--- config.mk ---
export PLATFORM = sky130hd
export DESIGN_NAME = fetch_unit
export DESIGN_NICKNAME = d
export VERILOG_FILES = /design/src/rtl/cpu_types_pkg.sv /design/src/rtl/fetch_buffer.sv /design/src/rtl/fetch_unit.sv
export SDC_FILE = /design/constraint.sdc
export NUM_CORES = 1
export LEC_CHECK = 0
export ABC_AREA = 1
export ABC_CLOCK_PERIOD_IN_PS = 3400
export CORE_MARGIN = 2
export CORE_UTILIZATION = 45
export CTS_BUF_LIST = sky130_fd_sc_hd__clkbuf_16
export DETAILED_ROUTE_END_ITERATION = 7
export GPL_TIMING_DRIVEN = 0
export HOLD_SLACK_MARGIN = 0.06
export PLACE_DENSITY = 0.78
export SKIP_CTS_REPAIR_TIMING = 1
export SLEW_MARGIN = 0
export SYNTH_ARGS = -nofsm -noshare
export SYNTH_HDL_FRONTEND = slang
export SYNTH_SLANG_ARGS = --single-unit
--- constraint.sdc ---
create_clock -name CLK -period 3.4 [get_ports CLK]
set_input_delay 1.02 -clock CLK [delete_from_list [all_inputs] [get_ports CLK]]
set_output_delay 1.02 -clock CLK [all_outputs]
set_load 0.005 [all_outputs]
--- src/rtl/cpu_types_pkg.sv ---
// Shared CPU types: instruction word, opcode field, HALT encoding and fetch FSM encoding.
package cpu_types_pkg;

   typedef logic [31:0] word_t;
   typedef logic [5:0]  opcode_t;

   localparam opcode_t OP_HALT         = 6'b11_1111;
   localparam word_t   PC_INIT_DEFAULT = 32'h0000_0000;

   typedef logic [1:0] fetch_state_t;
   localparam fetch_state_t FETCH     = 2'd0;
   localparam fetch_state_t HOLD      = 2'd1;
   localparam fetch_state_t HALT_PEND = 2'd2;
   localparam fetch_state_t HALTED    = 2'd3;

   function automatic opcode_t opcode_of(input word_t w);
      return w[31:26];
   endfunction

endpackage

--- src/rtl/fetch_buffer.sv ---
// Single-entry fetch output buffer; a word leaves when valid and the decoder is ready.
module fetch_buffer
   import cpu_types_pkg::*;
(
   input  logic  clk_i,
   input  logic  rst_ni,
   input  logic  load_i,
   input  logic  flush_i,
   input  word_t instr_i,
   input  word_t pc_i,
   input  logic  dec_ready_i,
   output word_t instr_o,
   output word_t pc_o,
   output word_t npc_o,
   output logic  valid_o,
   output logic  transfer_o
);

   word_t instr_q, pc_q, npc_q;
   logic  valid_q;

   assign transfer_o = valid_q & dec_ready_i;

   // Load beats a same-cycle transfer so back-to-back words stream without a bubble.
   always_ff @(posedge clk_i or negedge rst_ni) begin
      if (!rst_ni) begin
         instr_q <= '0;
         pc_q    <= '0;
         npc_q   <= '0;
         valid_q <= 1'b0;
      end else if (flush_i) begin
         valid_q <= 1'b0;
      end else if (load_i) begin
         instr_q <= instr_i;
         pc_q    <= pc_i;
         npc_q   <= pc_i + 32'd4;
         valid_q <= 1'b1;
      end else if (transfer_o) begin
         valid_q <= 1'b0;
      end
   end

   assign instr_o = instr_q;
   assign pc_o    = pc_q;
   assign npc_o   = npc_q;
   assign valid_o = valid_q;

endmodule

--- src/rtl/fetch_unit.sv ---
// Instruction fetch sequencer: drives imem requests, stalls on decoder backpressure,
// handles redirects and stops on a HALT word once the decoder has taken it.
//
// state     | meaning
// FETCH     | imemREN high, capturing words on ihit
// HOLD      | buffer full and decoder stalled; no request
// HALT_PEND | HALT word captured, waiting for it to transfer
// HALTED    | halted; only reset leaves
module fetch_unit
   import cpu_types_pkg::*;
#(
   parameter word_t PC_INIT = PC_INIT_DEFAULT
) (
   input  logic  CLK,
   input  logic  nRST,
   input  logic  ihit,
   input  word_t imemload,
   output logic  imemREN,
   output word_t imemaddr,
   input  logic  redirect,
   input  word_t redirect_pc,
   input  logic  dec_ready,
   output word_t instr,
   output logic  instr_valid,
   output word_t pc,
   output word_t npc,
   output logic  halted
);

   fetch_state_t state_q, state_d;
   word_t        fpc_q, fpc_d;
   logic         halted_q, halted_d;
   logic         load, flush, transfer;

   always_comb begin
      state_d  = state_q;
      fpc_d    = fpc_q;
      halted_d = halted_q;
      load     = 1'b0;
      flush    = 1'b0;
      if (redirect && state_q != HALTED) begin
         flush   = 1'b1;
         fpc_d   = redirect_pc & 32'hFFFF_FFFC;
         state_d = FETCH;
      end else begin
         case (state_q)
            FETCH: begin
               if (ihit) begin
                  if (instr_valid && !dec_ready) begin
                     state_d = HOLD;
                  end else begin
                     load  = 1'b1;
                     fpc_d = fpc_q + 32'd4;
                     if (opcode_of(imemload) == OP_HALT) state_d = HALT_PEND;
                  end
               end
            end
            HOLD: if (transfer) state_d = FETCH;
            HALT_PEND: begin
               if (transfer) begin
                  halted_d = 1'b1;
                  state_d  = HALTED;
               end
            end
            HALTED: ;
            default: state_d = FETCH;
         endcase
      end
   end

   always_ff @(posedge CLK or negedge nRST) begin
      if (!nRST) begin
         state_q  <= FETCH;
         fpc_q    <= PC_INIT;
         halted_q <= 1'b0;
      end else begin
         state_q  <= state_d;
         fpc_q    <= fpc_d;
         halted_q <= halted_d;
      end
   end

   // Gate with nRST so no request is visible while reset is held.
   assign imemREN  = nRST & (state_q == FETCH);
   assign imemaddr = fpc_q & 32'hFFFF_FFFC;
   assign halted   = halted_q;

   fetch_buffer u_buf (
      .clk_i       (CLK),
      .rst_ni      (nRST),
      .load_i      (load),
      .flush_i     (flush),
      .instr_i     (imemload),
      .pc_i        (fpc_q),
      .dec_ready_i (dec_ready),
      .instr_o     (instr),
      .pc_o        (pc),
      .npc_o       (npc),
      .valid_o     (instr_valid),
      .transfer_o  (transfer)
   );

endmodule

# ---- Word level (Yosys, flattened, before mapping)
# Cells that the tools add are included.
dict set report op_classes {
  n_eq_ne 9
  mux 19
  n_bitwise 4
  add_sub_neg 1
  reduce_logical 12
}
# cell n
set ops {}
lappend ops {{32-bit two-way mux} 4}
lappend ops {{32-bit by 3-bit adder with 32-bit output, second input constant} 1}
lappend ops {{2-bit two-way mux} 6}
lappend ops {{3-bit != test, second input constant} 3}
lappend ops {{1-bit two-way mux} 8}
lappend ops {{6-bit equality test, second input constant} 1}
lappend ops {{2-bit one-hot mux with 3 select lines} 1}
lappend ops {{3-bit AND reduction} 2}
lappend ops {{5-bit AND reduction} 1}
lappend ops {{2-bit != test, second input constant} 2}
lappend ops {{4-bit != test, second input constant} 1}
lappend ops {{2-bit nonzero test} 2}
lappend ops {{4-bit nonzero test} 1}
lappend ops {{3-bit nonzero test} 1}
lappend ops {{1-bit AND} 2}
lappend ops {{2-bit by 1-bit equality test with 1-bit output, second input constant} 1}
lappend ops {{2-bit equality test, second input constant} 1}
lappend ops {{1-bit logical AND} 2}
lappend ops {{2-bit zero test} 1}
lappend ops {{1-bit inverter} 2}
lappend ops {{2-bit AND reduction} 1}
lappend ops {{1-bit zero test} 1}
dict set report word_totals {
  wordCells 52
  regBits 132
  output_inout_bits 131
  in_bits 69
}

# ---- Logic depth before layout (Yosys ltp)
dict set report depth {
  word_depth 8
  ltp_mapped 10
}

# ---- Cells and area by module
# A second synthesis with hierarchy kept.
dict set report unflattened {
  cells_unflattened 969
  hier_area_um2 7018.0
}
# mod seq_area_each_um2 cells_per_inst area_per_inst_um2 n_inst
set modules_own_cells {}
lappend modules_own_cells {fetch_buffer 2377.3 573 4473.0 1}
lappend modules_own_cells {fetch_unit 825.8 396 2544.9 1}

# ---- Worst setup path after synthesis
# No wires, ideal clock.
dict set report synth_path {
  path_kind {input port to output port}
  start {input nRST}
  end {output imemREN}
  path_stages 2
  slack_ns 1.273
  arrival_ns 1.107
  n_path_buf 0
  t_required_ns 2.380
  cell_sequence {nand2_1 -> inv_1}
}
dict set report synth_via {
  elab_chain_cells 1
}
# element line
set synth_rtl {}
lappend synth_rtl {{start: declaration} fetch_unit.sv:15} ;# input logic nRST,
lappend synth_rtl {{1-bit AND} fetch_unit.sv:84} ;# assign imemREN = nRST & (state_q == FETCH);
lappend synth_rtl {{end: declaration} fetch_unit.sv:18} ;# output logic imemREN,
# Every way passes these cells.

# ---- Final worst setup path
# Ends and elaborated chain as after synthesis.

==> summary.txt <==
STA
  – Hold violation total from the final report: 0
  – Clock period minus worst slack: ~3.2 ns
  – Clock Skews: between 0.006 and 0.007 ns
  – Hold WS: about 0.48 ns
  – Final setup fails: 0
  – Worst Slack Setup Final: 0.206 ns
  – Slew HR: 0.624
  – Tightest Pin Transition: between 0.5 and 0.6 ns
  – Fin crit share: 0.939
  – F_max: ~310 MHz
  – RSZ-0062 raised after global routing: no
  – Final max-slew violation count: 0

Die
  – Initial Util: 0.464
  – Num rows: 41
  – Die H: around 120 um
  – Die W: approximately 120 um
  – Core area: 12700 um^2
  – Top-level I/O count: 200
  – Total Die Area: between 10000 and 15000 um^2

GRT
  – First-pass GRT wire length: 27700 um
  – Pin count of the biggest net entering global routing: between 60 and 70
  – Global Route Usage Sum: 0.252
  – GRT Residual Overflow: 0
  – Vias in the first global route: 5401
  – Antenna violations before repair: 0

Clock tree
  – Root buffer cell: clkbuf_16
  – Htree depth: 4
  – CTS tree: yes
  – Clock Path Buffers: 2
  – Inserted Clock Buffers: 17
  – CTS Sinks: 126
  – Worst-path clk slew: about 0.05 ns
  – Clk_lat worst skew: approximately 0.42 ns

Status
  – Outcome: finished clean

Layout
  – Multi-input logic area: between 2000 and 2500 um^2
  – Number of diodes: 0
  – Fill cells: around 1100
  – Area grow syn2layout: 46.8%
  – Register area: about 3200 um^2
  – Share of cells above drive strength 1: 0.0844
  – Nets: about 1000

Synthesis
  – Dominant cell type by area after synthesis: dfrtp_1
  – Seq/Total Area, Yosys: 0.535
  – Library cells used by synthesis: 28
  – Top cells by count, synth: nand2_1 (362), dfrtp_1 (126), nand3_1 (53)
  – Number of synthesized flops with an enable pin: 0
  – Most common cell in the synthesized netlist: nand2_1
  – Synth area leaders: dfrtp_1 (53%), nand2_1 (23%), nand3_1 (4.5%), inv_1 (3.1%), o21ai_0 (3.0%)
  – Post-Syn Area per Cell: approximately 8 um^2
  – Top_reg_cell synth: dfrtp_1
  – Synth Cell Area: 5900 um^2
  – Share of the synthesized area in the top cell type: 0.535
  – YS warnings: 0
  – Async SR Flop Fraction: 1.00
  – Post-synthesis cell count: 744
  – Register bit count reported by yosys: approximately 130

Worst setup path
  – Worst Setup Start Kind: input port
  – Critical setup path kind: in -> out
  – FF-to-FF path depth: 10
  – CP Max Fanout: 60
  – Data arrival, critical path: ~2.2 ns
  – R2r setup slk: around 1.5 ns
  – Crit. End Element: output pin
  – CP cell instances: buf_6 -> nand2_1 -> inv_1 -> clkdlybuf4s50_1
  – Critical Path Max Stage Delay: approximately 0.5 ns
  – Worst path slowest cell: clkdlybuf4s50_1
  – Worst path required time: 2.38 ns

Detailed routing
  – DR WL/cell: 14.9 um
  – Final WL: 17000 um
  – Vias per cell: about 4.8
  – TritonRoute pass-1 iters: 4
  – Drt drc: 0
  – Via count: between 5000 and 6000
  – Post-DRT Antenna Nets: 0
  – Drt initial violations: ~380

Run
  – Maxcap violations: 0

Power
  – Peak VDD IR: around 400 uV
  – Leakage Power: 4.27 nW
  – Pwr/cell area: 848 nW/um^2

Placed design
  – Place WS: around 0.17 ns
  – # port buffers: 191
  – Dpl hpwl: between 10000 and 15000 um
  – Placer congestion estimate: roughly 0.87

Hold path
  – Worst Hold Class: reg -> reg
  – Hold path cells: 2
==> through the flow <==
step	instance area, um^2	util	power [W]	cells	TNS, ns
finish	8660	0.681	0.00735	1144	0
CTS	8660	0.681	0.00741	1144	0
global placement	8040	0.632	0.00548	1112	-472.71
detailed placement	8070	0.635	0.00555	1113	0
floorplan	5920	-	0.00373	749	0
global route	8660	0.681	0.00783	1144	0
==> layout make-up <==
cell class | instances | share of cell area
sequential | 126 | 0.364
multi-input combinational | 541 | 0.275
timing repair buffer | 192 | 0.224
clock buffer | 17 | 0.0491
tap | 172 | 0.0249
inverter | 51 | 0.0221
buffer | 31 | 0.0218
clock inverter | 14 | 0.0186
==> critical path: cells and delay by family <==
family	cells	cell delay [ns]
buffers and inverters	3	0.99
and+or+nand+nor	1	0.13
==> final timing paths <==
kind,from,end
max,nRST,imemREN
min,u_buf.npc_o[5],u_buf.npc_o[5]
max reg2reg,state_q[1],fpc_q[18]
min reg2reg,u_buf.npc_o[5],u_buf.npc_o[5]
max in group asynchronous,nRST,u_buf.instr_o[1]
min in group asynchronous,nRST,u_buf.pc_o[10]
==> per-layer routing <==
layer / up-vias / routed length (um) / share of wire / track usage
met1: 2600 / 7290 / 0.43 / 0.320
met5: - / 0 / 0 / 0
li1: 2726 / - / - / -
met4: 0 / 183 / 0.011 / 0.0662
met3: 16 / 1410 / 0.083 / 0.0893
met2: 204 / 8150 / 0.48 / 0.409
==> power breakdown <==
part / switching (W) / total [W] / internal (W)
combinational: 0.00124 / 0.00286 / 0.00162
clock: 0.000624 / 0.00182 / 0.00120
sequential: 0.000509 / 0.00267 / 0.00216
==> flip-flops by register name, summed over array words and instances (netlist names) <==
| signal | cells |
|---|---|
| fpc_q | 30 |
| halted | 1 |
| state_q | 2 |
| u_buf.instr_o | 32 |
| u_buf.npc_o | 30 |
| u_buf.pc_o | 30 |
| u_buf.valid_o | 1 |
==> kinds of logic after synthesis <==
family                   count (synthesis)  synth area share
other                                    1          0.000636
flip-flops                             126             0.535
XOR/XNOR                                 5           0.00743
buffers and inverters                   82            0.0645
adder cells (fa/ha/maj)                  6            0.0127
AND/OR/NAND/NOR                        477             0.337
AO/OA/AOI/OAI                           47            0.0435
==> placed cells by master (no fill, tap or decap), drive strengths merged <==
cell,n
nor3,1
nand4,2
buf,32
clkinv,5
o21ai,35
clkbuf,18
xnor2,3
clkdlybuf4s50,190
or2,1
and2,2
o21bai,6
conb,6
o211ai,1
nand2,367
xor2,2
inv,56
dfrtp,126
nand3,57
bufinv,4
ha,6
nor2,47
a31o,1
a21oi,4
Power figures use the tool's default switching activity.
